==> config.mk <==
export PLATFORM = sky130hd
export DESIGN_NAME = mem_arbiter
export DESIGN_NICKNAME = d
export VERILOG_FILES = /design/src/rtl/mem_arbiter.sv
export SDC_FILE = /design/constraint.sdc
export NUM_CORES = 1
export LEC_CHECK = 0
export BUFFER_PORTS_ARGS = -buffer_cell sky130_fd_sc_hd__buf_2
export CORE_ASPECT_RATIO = 0.8
export CORE_UTILIZATION = 31
export CTS_CLUSTER_SIZE = 24
export DETAILED_ROUTE_END_ITERATION = 6
export HOLD_SLACK_MARGIN = 0.06
export SLEW_MARGIN = 0
export SYNTH_ARGS = -nofsm -noshare
export SYNTH_HDL_FRONTEND = slang
export SYNTH_SLANG_ARGS = --single-unit
==> constraint.sdc <==
create_clock -name clk -period 1.48 [get_ports clk]
set_input_delay 0.148 -clock clk [delete_from_list [all_inputs] [get_ports clk]]
set_output_delay 0.148 -clock clk [all_outputs]
set_load 0.02 [all_outputs]
==> src/rtl/mem_arbiter.sv <==
`default_nettype none
// ============================================================================
// mem_arbiter : shares one single-ported memory among N_CH request channels
//               using fixed-priority or round-robin arbitration.
// Revision    : 1.0 - initial release
// ============================================================================
module mem_arbiter #(
    parameter int N_CH    = 2,
    parameter int ADDR_W  = 16,
    parameter int DATA_W  = 16,
    parameter int RR_MODE = 0
) (
    input  logic                     clk,
    input  logic                     rst,
    input  logic [N_CH-1:0]          req,
    input  logic [N_CH-1:0]          wr,
    input  logic [N_CH*ADDR_W-1:0]   addr,
    input  logic [N_CH*DATA_W-1:0]   wdata,
    output logic [N_CH-1:0]          busy,
    output logic [N_CH-1:0]          done,
    output logic [DATA_W-1:0]        rdata,
    output logic                     mem_en,
    output logic                     mem_wr,
    output logic [ADDR_W-1:0]        mem_addr,
    output logic [DATA_W-1:0]        mem_wdata,
    input  logic [DATA_W-1:0]        mem_rdata,
    input  logic                     mem_ack
);

    localparam int IDX_W = (N_CH > 1) ? $clog2(N_CH) : 1;
    localparam logic [IDX_W-1:0] C_LAST_CH = IDX_W'(N_CH - 1);

    typedef enum logic [1:0] {
        ST_IDLE  = 2'd0,
        ST_ISSUE = 2'd1,
        ST_RESP  = 2'd2
    } state_t;

    state_t              state_q, state_d;
    logic [IDX_W-1:0]    grant_q, grant_d;
    logic [IDX_W-1:0]    last_grant_q, last_grant_d;
    logic                mem_en_q, mem_en_d;
    logic                mem_wr_q, mem_wr_d;
    logic [ADDR_W-1:0]   mem_addr_q, mem_addr_d;
    logic [DATA_W-1:0]   mem_wdata_q, mem_wdata_d;
    logic [N_CH-1:0]     done_q, done_d;
    logic [DATA_W-1:0]   rdata_q, rdata_d;

    logic [IDX_W-1:0]    w_winner;
    logic                w_found;
    int                  w_cand;

    // Round-robin search starts one past the previous grant and wraps once.
    always_comb begin
        w_winner = '0;
        w_found  = 1'b0;
        w_cand   = 0;
        for (int k = 0; k < N_CH; k++) begin
            if (RR_MODE != 0) begin
                w_cand = int'(last_grant_q) + 1 + k;
                if (w_cand >= N_CH) begin
                    w_cand = w_cand - N_CH;
                end
            end else begin
                w_cand = k;
            end
            if (!w_found && req[w_cand]) begin
                w_found  = 1'b1;
                w_winner = IDX_W'(w_cand);
            end
        end
    end

    always_comb begin
        state_d      = state_q;
        grant_d      = grant_q;
        last_grant_d = last_grant_q;
        mem_en_d     = mem_en_q;
        mem_wr_d     = mem_wr_q;
        mem_addr_d   = mem_addr_q;
        mem_wdata_d  = mem_wdata_q;
        done_d       = '0;
        rdata_d      = rdata_q;
        case (state_q)
            ST_IDLE: begin
                if (w_found) begin
                    state_d      = ST_ISSUE;
                    grant_d      = w_winner;
                    last_grant_d = w_winner;
                    mem_en_d     = 1'b1;
                    mem_wr_d     = wr[w_winner];
                    mem_addr_d   = addr[int'(w_winner)*ADDR_W +: ADDR_W];
                    mem_wdata_d  = wdata[int'(w_winner)*DATA_W +: DATA_W];
                end
            end
            ST_ISSUE: begin
                if (mem_ack) begin
                    state_d  = ST_RESP;
                    mem_en_d = 1'b0;
                    if (!mem_wr_q) begin
                        rdata_d = mem_rdata;
                    end
                    for (int i = 0; i < N_CH; i++) begin
                        done_d[i] = (grant_q == IDX_W'(i));
                    end
                end
            end
            ST_RESP: begin
                state_d = ST_IDLE;
            end
            default: begin
                state_d  = ST_IDLE;
                mem_en_d = 1'b0;
            end
        endcase
    end

    always_ff @(posedge clk) begin
        if (rst) begin
            state_q      <= ST_IDLE;
            grant_q      <= '0;
            last_grant_q <= C_LAST_CH;
            mem_en_q     <= 1'b0;
            mem_wr_q     <= 1'b0;
            mem_addr_q   <= '0;
            mem_wdata_q  <= '0;
            done_q       <= '0;
            rdata_q      <= '0;
        end else begin
            state_q      <= state_d;
            grant_q      <= grant_d;
            last_grant_q <= last_grant_d;
            mem_en_q     <= mem_en_d;
            mem_wr_q     <= mem_wr_d;
            mem_addr_q   <= mem_addr_d;
            mem_wdata_q  <= mem_wdata_d;
            done_q       <= done_d;
            rdata_q      <= rdata_d;
        end
    end

    assign busy      = req & ~done_q;
    assign done      = done_q;
    assign rdata     = rdata_q;
    assign mem_en    = mem_en_q;
    assign mem_wr    = mem_wr_q;
    assign mem_addr  = mem_addr_q;
    assign mem_wdata = mem_wdata_q;

endmodule
`default_nettype wire

======== Word-level counts from Yosys, hierarchy flattened ========
Cells that the tools add are included.
word-level totals
  register bits after elaboration ......... 55
  word-level logic and storage cells ...... 41
operators by class
  order comparisons ....................... 1
  shift operators ......................... 2
  reductions and logical operators ........ 8
  mux-type cells .......................... 11
  eq/ne operators ......................... 4
  bitwise logic cells ..................... 7
operator list
  kind                                                        count
  indexed part select 32 x 6 -> 16 bit                        2
  two-way mux 1 bit                                           7
  AND reduction 3 bit                                         2
  inverter 1 bit                                              5
  two-way mux 2 bit                                           2
  inequality test 2 bit, second input constant                2
  one-hot mux 2 bit (2 select lines)                          1
  AND reduction 2 bit                                         2
  one-hot mux 1 bit (3 select lines)                          1
  OR reduction 3 bit                                          1
  bitwise AND 2 bit                                           1
  equality test 2 x 1 -> 1 bit, second input constant         1
  equality test 2 bit, second input constant                  1
  zero test 2 bit                                             1
  less-than comparator 1 x 2 -> 1 bit, second input constant  1
  inverter 2 bit                                              1
  logical AND 1 bit                                           1
  zero test 1 bit                                             1

======== Longest topological paths before layout ========
Gate-level depths: netlist of run 1.
  word-level depth ........................ 6
  mapped depth ............................ 6
  depth with buffers taken out ............ 3

======== Worst setup path before layout of run 1 ========
No wires, ideal clock.
  kind .................................... register to register
  start point ............................. reg state_q[1]
  end point ............................... reg mem_addr_q[10] (netlist: mem_addr[10])
  data required time ...................... 1391 ps
  setup time .............................. 89 ps
  slack ................................... 183 ps
  path buffers ............................ 2
  arrival time ............................ 1208 ps
  stages on the path, launching flop included .. 6
  path through ............................ dfxtp_1 > nor2_1 > buf_4 > clkbuf_1 > a21oi_1 > a311oi_2
between the ends
  longest elaborated chain between the ends .. 2
ends and longest elaborated chain
  what                           RTL line  source
  start, declared                39        state_t state_q, state_d;
  start signal, assigned         130       state_q <= state_d;
  zero test 2 bit                84        case (state_q)
  AND reduction 2 bit (no line)  -
  end signal, assigned           135       mem_addr_q <= mem_addr_d;
  end, declared                  44        logic [ADDR_W-1:0] mem_addr_q, mem_addr_d;
No other way between the ends.
A chain may end at the register's enable or synchronous reset.

======== Worst setup path in the final report of run 1 ========
  start point ............................. reg state_q[1]
  end point ............................... reg mem_addr_q[6] (netlist: mem_addr[6])
Same word-level chain as after synthesis.

==> flow_summary.toml, run 1 <==
[hold_path]
holdPathStages = 3
whs_endpoint = "rdata[7]"
hp-class = "in2reg"
hold_start = "mem_rdata[7]"

[floorplan]
initial_core_util = 0.3287
die_width_um = 102.2
rows = 28
die_h_um = 82.12
core_mm2 = 0.007567
die_area_mm2 = 0.008389
ios = 141

[synthesis]
synth_compound_area_frac = 0.3023
ys_ff_latch = 55
netlist_instances = 285
yosysTopAreaCell = "dfxtp_1"
ys_seq_area_frac = 0.4427
synth_top_family_by_area = "compound AO/OA/AOI/OAI gates"
synth_warnings = 0
synthAdderAreaFrac = 0
synth_area_leaders = "dfxtp_1 44%, a311oi_2 18%, nand2_1 15%"
synthMuxAreaShare = 0
ys_types = 23
avgSynthCellArea_um2 = 8.728
netlist_area_mm2 = 0.002487
synth_xor_area_frac = 0
yosys.area_share.simple = 0.1896
syn-num-nets = 372
synth_top_area_frac = 0.4427

[setup_path]
required_ns = 1.70
critical_path.max_stage_delay_ns = 0.39
start_kind = "flop"
r2r_end = "mem_addr[6]"
worst-path-buf-inv = 1
r2r_cells = 4
crit_fanout = 20
crit_arrival_ns = 1.53
path_delay_family = "flip-flops"
cp_cell_sequence = "nor2_4 > buf_4 > a21oi_1 > a311oi_2"
crit_type = "reg2reg"
endpoint_kind = "flop"
crit_path_start = "state_q[1]"
r2r_slack_ns = 0.17
cpMaxStageDelayCell = "dfxtp_1"
rr_startpoint = "state_q[1]"

[timing]
final-max-slew-violation-count = 0
period_share = 0.8846
hold_slack_ns = 0.07294
min_period_ns = 1.309
worst_pin_slew_ns = 0.4670
setup-tns-final_ns = 0
rsz0062_at_grt = "false"
slew_headroom = 0.6844
finalSetupViolCount = 0
fin_skew_ns = 0.007164
hold_viol = 0
fmax_mhz = 763.8

[global_routing]
grt_pass1_wl_mm = 10.81
grt_overflow_total = 0
track_usage = 0.1650
grt_pass1_vias = 2314
grt_start_max_net_pins = 34
antenna_found_initial = 0

[final_layout]
final_cell_mix = "140 x buf_2, 98 x nand2_1, 55 x dfxtp_1"
seqCellArea_mm2 = 0.001101
nNetsFinal = 513
fillers = 802
syn2layout_area_growth_pct = 39.69
antenna_cells = 0
fin_util = 0.4592
mostFrequentLayoutCell = "buf_2"
multi_input_area_mm2 = 0.001249
drive_above_1_share = 0.4590

[run_status]
status = "finished clean"

[clock_network]
numCtsBuffers = 5
clk_latency_ns = 0.31
htree_levels = 2
numClockSinks = 55
path_clk_slew_ns = 0.11
post-cts-setup-buffers = 0
cts_tree = "yes"
clockRootBuffer = "clkbuf_8"
clock_path_buffers = 2

[job]
maxCapViolCount = 0

[power_and_ir_drop]
irDropWorstVdd_mv = 0.4479
p_per_area_mw_per_mm2 = 1020
power_leakage_uw = 0.001571
power_uw = 3544

[route]
drt_iter0_drc = 73
drcViolationCount = 0
via_per_inst = 4.767
num_vias = 2536
firstDrtPassIters = 4
drt_wl_total_mm = 7.198
ant_nets = 0
wire_per_inst_um = 13.53

[placed_design]
port_buffers = 140
dp_hpwl_mm = 5.008
gp_congestion = 0.7327
logic make-up after synthesis:
| group | Yosys count |
|---|---|
| AND/OR/NAND/NOR | 113 |
| AO/OA/AOI/OAI | 87 |
| flip-flops | 55 |
| buffers and inverters | 30 |
synthesized netlist by cell type:
cell / number
and2_4: 1
buf_4: 1
o21a_1: 1
buf_1: 1
nor2_1: 2
dfxtp_1: 55
clkbuf_2: 1
nor3b_1: 1
and2_1: 1
buf_2: 6
a211oi_1: 1
a21oi_1: 52
a311oi_2: 30
buf_6: 5
nor3_1: 1
nand2_1: 98
a311oi_1: 3
nor4bb_1: 2
clkbuf_1: 16
or2_1: 1
nand4bb_1: 1
nor2b_1: 4
nand2b_1: 1
worst max-delay path by stage:
stage / to / depth (start not counted)
2_1_floorplan: mem_addr[10] / 5
3_3_place_gp: mem_addr[9] / 3
3_5_place_dp: mem_addr[5] / 3
4_1_cts: mem_addr[5] / 3
5_1_grt: mem_wdata[7] / 4
6_report: mem_addr[6] / 4
timing repair:
action	4_1_cts	5_1_grt
setup endpoints to repair	0	33
hold buffers	9	1
resized for setup	0	1
endpoints found under the hold margin	9	1
final cells by class:
cell class	instances	share of cell area
Sequential cell	55	0.3169
Clock inverter	3	0.007562
Clock buffer	5	0.01981
Tap cell	105	0.03781
Multi-Input combinational cell	201	0.3594
Timing Repair Buffer	163	0.2586
per-layer routing:
metal / share of wire / track usage / vias to the layer above / routed length (µm)
met3: 0.068 / 0.03451 / 7 / 487
met2: 0.46 / 0.2866 / 98 / 3325
met4: 0.0090 / 0.04000 / 0 / 65
li1: - / - / 1272 / -
met1: 0.46 / 0.2098 / 1159 / 3320
met5: 0 / 0 / - / 0
state kept, by name (all words and copies together), names as in the netlist:
| signal | flops |
|---|---|
| mem_addr | 16 |
| mem_wdata | 16 |
| rdata | 16 |
| done | 2 |
| state_q | 2 |
| grant_q | 1 |
| mem_en | 1 |
| mem_wr | 1 |
worst register-to-register path, delay by kind of cell (launching register included):
family,cells,cell delay [ns]
compound gates,2,0.38
buf+inv,1,0.27
flops,1,0.39
simple gates,1,0.17
through the flow:
| stage | cell area (µm²) | setup WS (ns) | instances |
|---|---|---|---|
| after floorplan | 2487 | 0.1829 | 285 |
| after global placement | 3271 | 0.1373 | 513 |
| after detailed placement | 3271 | 0.08544 | 513 |
| after CTS | 3456 | 0.05156 | 530 |
| after global routing | 3475 | 0.02531 | 532 |
| final | 3475 | 0.1708 | 532 |
report_power, final:
group          internal (µW)  switching [µW]  total, µW  leakage, µW
registers               1610            73.4       1690     0.000453
clock network            350             528        877    0.0000491
logic                    400             579        979      0.00107
total                   2360            1180       3540      0.00157
(Power assumes the default switching activity.)
==> run 2, diff against run 1 <==
--- a/config.mk
+++ b/config.mk
@@ -7,10 +7,12 @@
 export LEC_CHECK = 0
 export BUFFER_PORTS_ARGS = -buffer_cell sky130_fd_sc_hd__buf_2
 export CORE_ASPECT_RATIO = 0.8
-export CORE_UTILIZATION = 31
+export CORE_UTILIZATION = 44
 export CTS_CLUSTER_SIZE = 24
 export DETAILED_ROUTE_END_ITERATION = 6
 export HOLD_SLACK_MARGIN = 0.06
+export PLACE_DENSITY = 0.8
+export RECOVER_POWER = 100
 export SLEW_MARGIN = 0
 export SYNTH_ARGS = -nofsm -noshare
 export SYNTH_HDL_FRONTEND = slang
==> run 2 against run 1 <==
Against the previous run:
- worst setup slack got worse by 0.0023 ns
- total power fell by 4.2%
- die area fell by 29%
- cell area fell by 7.2%
==> flow_summary.toml, run 2 (same netlist as run 1, synthesis figures left out) <==
[global_routing]
grt_overflow_total = 0
grt_pass1_vias = 2332
track_usage = 0.2153
grt_start_max_net_pins = 34
antenna_found_initial = 0
grt_pass1_wl_mm = 10.37

[route]
drcViolationCount = 0
drt_wl_total_mm = 6.463
via_per_inst = 5.032
firstDrtPassIters = 4
ant_nets = 0
wire_per_inst_um = 12.95
drt_iter0_drc = 139
num_vias = 2511

[power_and_ir_drop]
irDropWorstVdd_mv = 0.4183
p_switching_uw = 1111
seqPwrFrac = 0.498
p_int_uw = 2284
p_per_area_mw_per_mm2 = 1053
combPwrFrac = 0.253
clock_power_share = 0.249
power_switching_share = 0.3273
power_leakage_uw = 0.001325

[hold_path]
hold_start = "mem_rdata[13]"
whs_endpoint = "rdata[13]"
hp-class = "in2reg"
holdPathStages = 3

[floorplan]
initial_core_util = 0.4576
die_area_mm2 = 0.005960
die_h_um = 69.25
rows = 24
die_width_um = 86.06
ios = 141
core_mm2 = 0.005435

[clock_network]
htree_levels = 2
path_clk_slew_ns = 0.11
clockRootBuffer = "clkbuf_8"
clk_latency_ns = 0.31
cts_tree = "yes"
numClockSinks = 55
post-cts-setup-buffers = 0
clock_path_buffers = 2
cts-resized-gates = 0
postCtsHoldBufs = 7
numCtsBuffers = 5

[placed_design]
gp_congestion = 0.7465
dpl-instance-area_mm2 = 0.003247
port_buffers = 140
dp_hpwl_mm = 4.413
placedCellCount = 484

[timing]
rsz0062_at_grt = "false"
fin_skew_ns = 0.01721
period_share = 0.8861
worst_pin_slew_ns = 0.4447
fmax_mhz = 762.5
setup-tns-final_ns = 0
hold_viol = 0
min_period_ns = 1.311
final-max-slew-violation-count = 0
finalSetupViolCount = 0
slew_headroom = 0.6995

[final_layout]
final_cells = 499
stdcell_area_mm2 = 0.003226
drive_above_1_share = 0.2874
antenna_cells = 0
mostFrequentLayoutCell = "nand2_1"
final_cell_mix = "98 x nand2_1, 86 x buf_2, 55 x dfxtp_1"
nNetsFinal = 507
syn2layout_area_growth_pct = 29.68

[setup_path]
cp_cell_sequence = "nor2_4 > buf_4 > a21oi_1 > a311oi_2"
worst-path-buf-inv = 1
cpMaxStageDelayCell = "dfxtp_1"
endpoint_kind = "flop"
required_ns = 1.70
crit_fanout = 26
r2r_slack_ns = 0.17
crit_type = "reg2reg"
rr_startpoint = "state_q[1]"
r2r_cells = 4
path_delay_family = "flip-flops"
r2r_end = "mem_wdata[0]"
critical_path.max_stage_delay_ns = 0.39
crit_arrival_ns = 1.53
start_kind = "flop"

[run_status]
status = "finished clean"

[job]
maxCapViolCount = 0
==> run 2: per-layer routing <==
layer / share of wire / track usage
met5: 0 / 0
met4: 0.0068 / 0.05370
met3: 0.075 / 0.05000
met2: 0.47 / 0.3748
met1: 0.44 / 0.2673
==> run 2: how the worst max path moves through the flow <==
stage	cells past startpoint	slack (ns)	from	to
floorplan	5	0.18	state_q[1]	mem_addr[10]
global placement	3	0.17	state_q[1]	mem_addr[5]
detailed placement	3	0.12	state_q[1]	mem_addr[4]
CTS	3	0.1	state_q[1]	mem_addr[4]
global route	4	0.06	state_q[1]	mem_wdata[0]
finish	4	0.17	state_q[1]	mem_wdata[0]
==> run 2: worst min-delay path, cell delays in order <==
cell	delay, ns
buf_2	0.10
nand2_1	0.04
a21oi_1	0.05
==> run 2: power by group through the flow <==
stage               clock network [µW]  registers, µW  logic [µW]
floorplan                            0           1870         479
global placement                     0           1720         928
detailed placement                   0           1720         945
CTS                                866           1680         959
global route                       925           1710         937
finish                             846           1690         859
==> run 2: metrics by stage <==
step / worst slack (ns) / utilization / hold slack (ns) / total power [µW]
global placement: 0.1663 / 0.5974 / 0.3880 / 2645
floorplan: 0.1829 / - / 0.2446 / 2350
finish: 0.1685 / 0.5935 / 0.06285 / 3396
detailed placement: 0.1239 / 0.5974 / 0.3962 / 2663
global route: 0.06086 / 0.5935 / 0.06686 / 3571
CTS: 0.09921 / 0.6271 / 0.06035 / 3510
==> run 2: layout make-up <==
cell class	count	area, µm²
sequential	55	1101
clock buffer	5	68.82
fill	528	2210
clock inverter	3	22.52
tap	78	97.59
multi-input combinational	200	1127
timing repair buffer	158	808.3
==> run 3, diff against run 2 <==
==> constraint.sdc (replaced) <==
create_clock -name clk -period 1.48 [get_ports clk]
set_input_delay 0.296 -clock clk [delete_from_list [all_inputs] [get_ports clk]]
set_output_delay 0.296 -clock clk [all_outputs]
set_load 0.02 [all_outputs]
==> run 3 against run 2 <==
Against the previous run:
- cell area is 2.0% lower
- hold slack gained 0.14 ns
- final cell count down 1.4%
- via count fell by 0.32%
- first-iteration DRC count decreased by 42%
- clock skew shrank 0.0016 ns
- register-to-register slack hardly changed
- core utilization decreased by 1.2 points
- sequential share of layout area increased by 0.69 points
- worst setup slack got worse by 0.079 ns
- fmax decreased by 5.7%
- non-clock buffer count fell by 7
==> flow_summary.toml, run 3 (same netlist as run 1, synthesis figures left out) <==
[floorplan]
die_area_mm2 = 0.005960
initial_core_util = 0.4576
ios = 141
core_mm2 = 0.005435
die_width_um = 86.06
die_h_um = 69.25
rows = 24

[power_and_ir_drop]
p_int_uw = 2274
seqPwrFrac = 0.498
irDropWorstVdd_mv = 0.4790
clock_power_share = 0.253
p_switching_uw = 1127
power_leakage_uw = 0.001297
p_per_area_mw_per_mm2 = 1076
combPwrFrac = 0.250
power_switching_share = 0.3314

[global_routing]
grt_pass1_vias = 2324
grt_pass1_wl_mm = 10.55
grt_start_max_net_pins = 34
grt_overflow_total = 0
track_usage = 0.2184
antenna_found_initial = 0

[timing]
fmax_mhz = 719.1
min_period_ns = 1.391
finalSetupViolCount = 0
fin_skew_ns = 0.01561
hold_slack_ns = 0.2040
setup-tns-final_ns = 0
rsz0062_at_grt = "false"
period_share = 0.9396
hold_viol = 0
slew_headroom = 0.6922
final-max-slew-violation-count = 0
worst_pin_slew_ns = 0.4554

[placed_design]
port_buffers = 140
gp_congestion = 0.7776
dp_hpwl_mm = 4.581

[final_layout]
syn2layout_area_growth_pct = 27.11
drive_above_1_share = 0.2947
final_cell_mix = "98 x nand2_1, 86 x buf_2, 55 x dfxtp_1"
mostFrequentLayoutCell = "nand2_1"
antenna_cells = 0
nNetsFinal = 500

[setup_path]
critical_path.max_stage_delay_ns = 0.36
crit_fanout = 2
cpMaxStageDelayCell = "dfxtp_1"
r2r_slack_ns = 0.16
start_kind = "flop"
crit_arrival_ns = 1.09
cp_cell_sequence = "nor2b_1 > clkbuf_1"
endpoint_kind = "output port"
required_ns = 1.18
r2r_cells = 4
rr_startpoint = "state_q[1]"
crit_type = "reg2out"
r2r_end = "mem_addr[3]"

[clock_network]
path_clk_slew_ns = 0.11
clockRootBuffer = "clkbuf_8"
clock_path_buffers = 2
cts-resized-gates = 0
postCtsHoldBufs = 0
numCtsBuffers = 5
post-cts-setup-buffers = 0
htree_levels = 2
clk_latency_ns = 0.32
cts_tree = "yes"
numClockSinks = 55

[hold_path]
hold_start = "mem_rdata[15]"
holdPathStages = 3
whs_endpoint = "rdata[15]"
hp-class = "in2reg"

[job]
maxCapViolCount = 0

[run_status]
status = "finished clean"

[route]
firstDrtPassIters = 4
wire_per_inst_um = 13.43
drt_wl_total_mm = 6.610
num_vias = 2503
drcViolationCount = 0
drt_iter0_drc = 80
via_per_inst = 5.087
ant_nets = 0
## run 3: cell type report
cell class / instances / area (µm²)
Multi-Input combinational cell: 200 / 1134
Timing Repair Buffer: 151 / 738.2
Clock buffer: 5 / 68.82
Fill cell: 550 / 2273
Tap cell: 78 / 97.59
Clock inverter: 3 / 22.52
Sequential cell: 55 / 1101
## run 3: critical path: cells and delay by family (launching register included)
kind / cells / cell delay, ns
buffers and inverters: 1 / 0.26
flip-flops: 1 / 0.36
AND/OR/NAND/NOR: 1 / 0.16
## run 3: power by group through the flow
stage	clock [µW]	sequential (µW)	combinational, µW
after global routing	914	1710	928
after detailed placement	0	1720	946
after floorplan	0	1870	479
after global placement	0	1720	928
final	860	1690	849
after CTS	883	1690	947
## run 3: through the flow
| stage | worst slack [ns] | area [µm²] | util | std cells | total power (µW) |
|---|---|---|---|---|---|
| CTS | 0.07332 | 3338 | 0.6142 | 492 | 3520 |
| floorplan | 0.1709 | 2487 | - | 285 | 2350 |
| finish | 0.08934 | 3162 | 0.5817 | 492 | 3401 |
| global placement | 0.1012 | 3247 | 0.5974 | 484 | 2647 |
| global route | 0.06032 | 3162 | 0.5817 | 492 | 3554 |
| detailed placement | 0.01913 | 3247 | 0.5974 | 484 | 2668 |
## run 3: worst max-delay path by stage
stage / start / endpoint / slack [ns] / depth (start not counted)
finish: done[1] / busy[1] / 0.09 / 2
global route: done[1] / busy[1] / 0.06 / 2
CTS: state_q[1] / mem_addr[4] / 0.07 / 3
detailed placement: req[0] / mem_addr[4] / 0.02 / 4
global placement: req[0] / mem_wdata[3] / 0.10 / 4
floorplan: req[1] / mem_addr[10] / 0.17 / 6
## run 3: routing by layer
layer	routed length (µm)	GRT usage	vias to the layer above
met4	66	0.05741	0
met1	2934	0.2794	1142
met2	3139	0.3713	107
met5	0	0	-
met3	469	0.04762	8
li1	-	-	1246
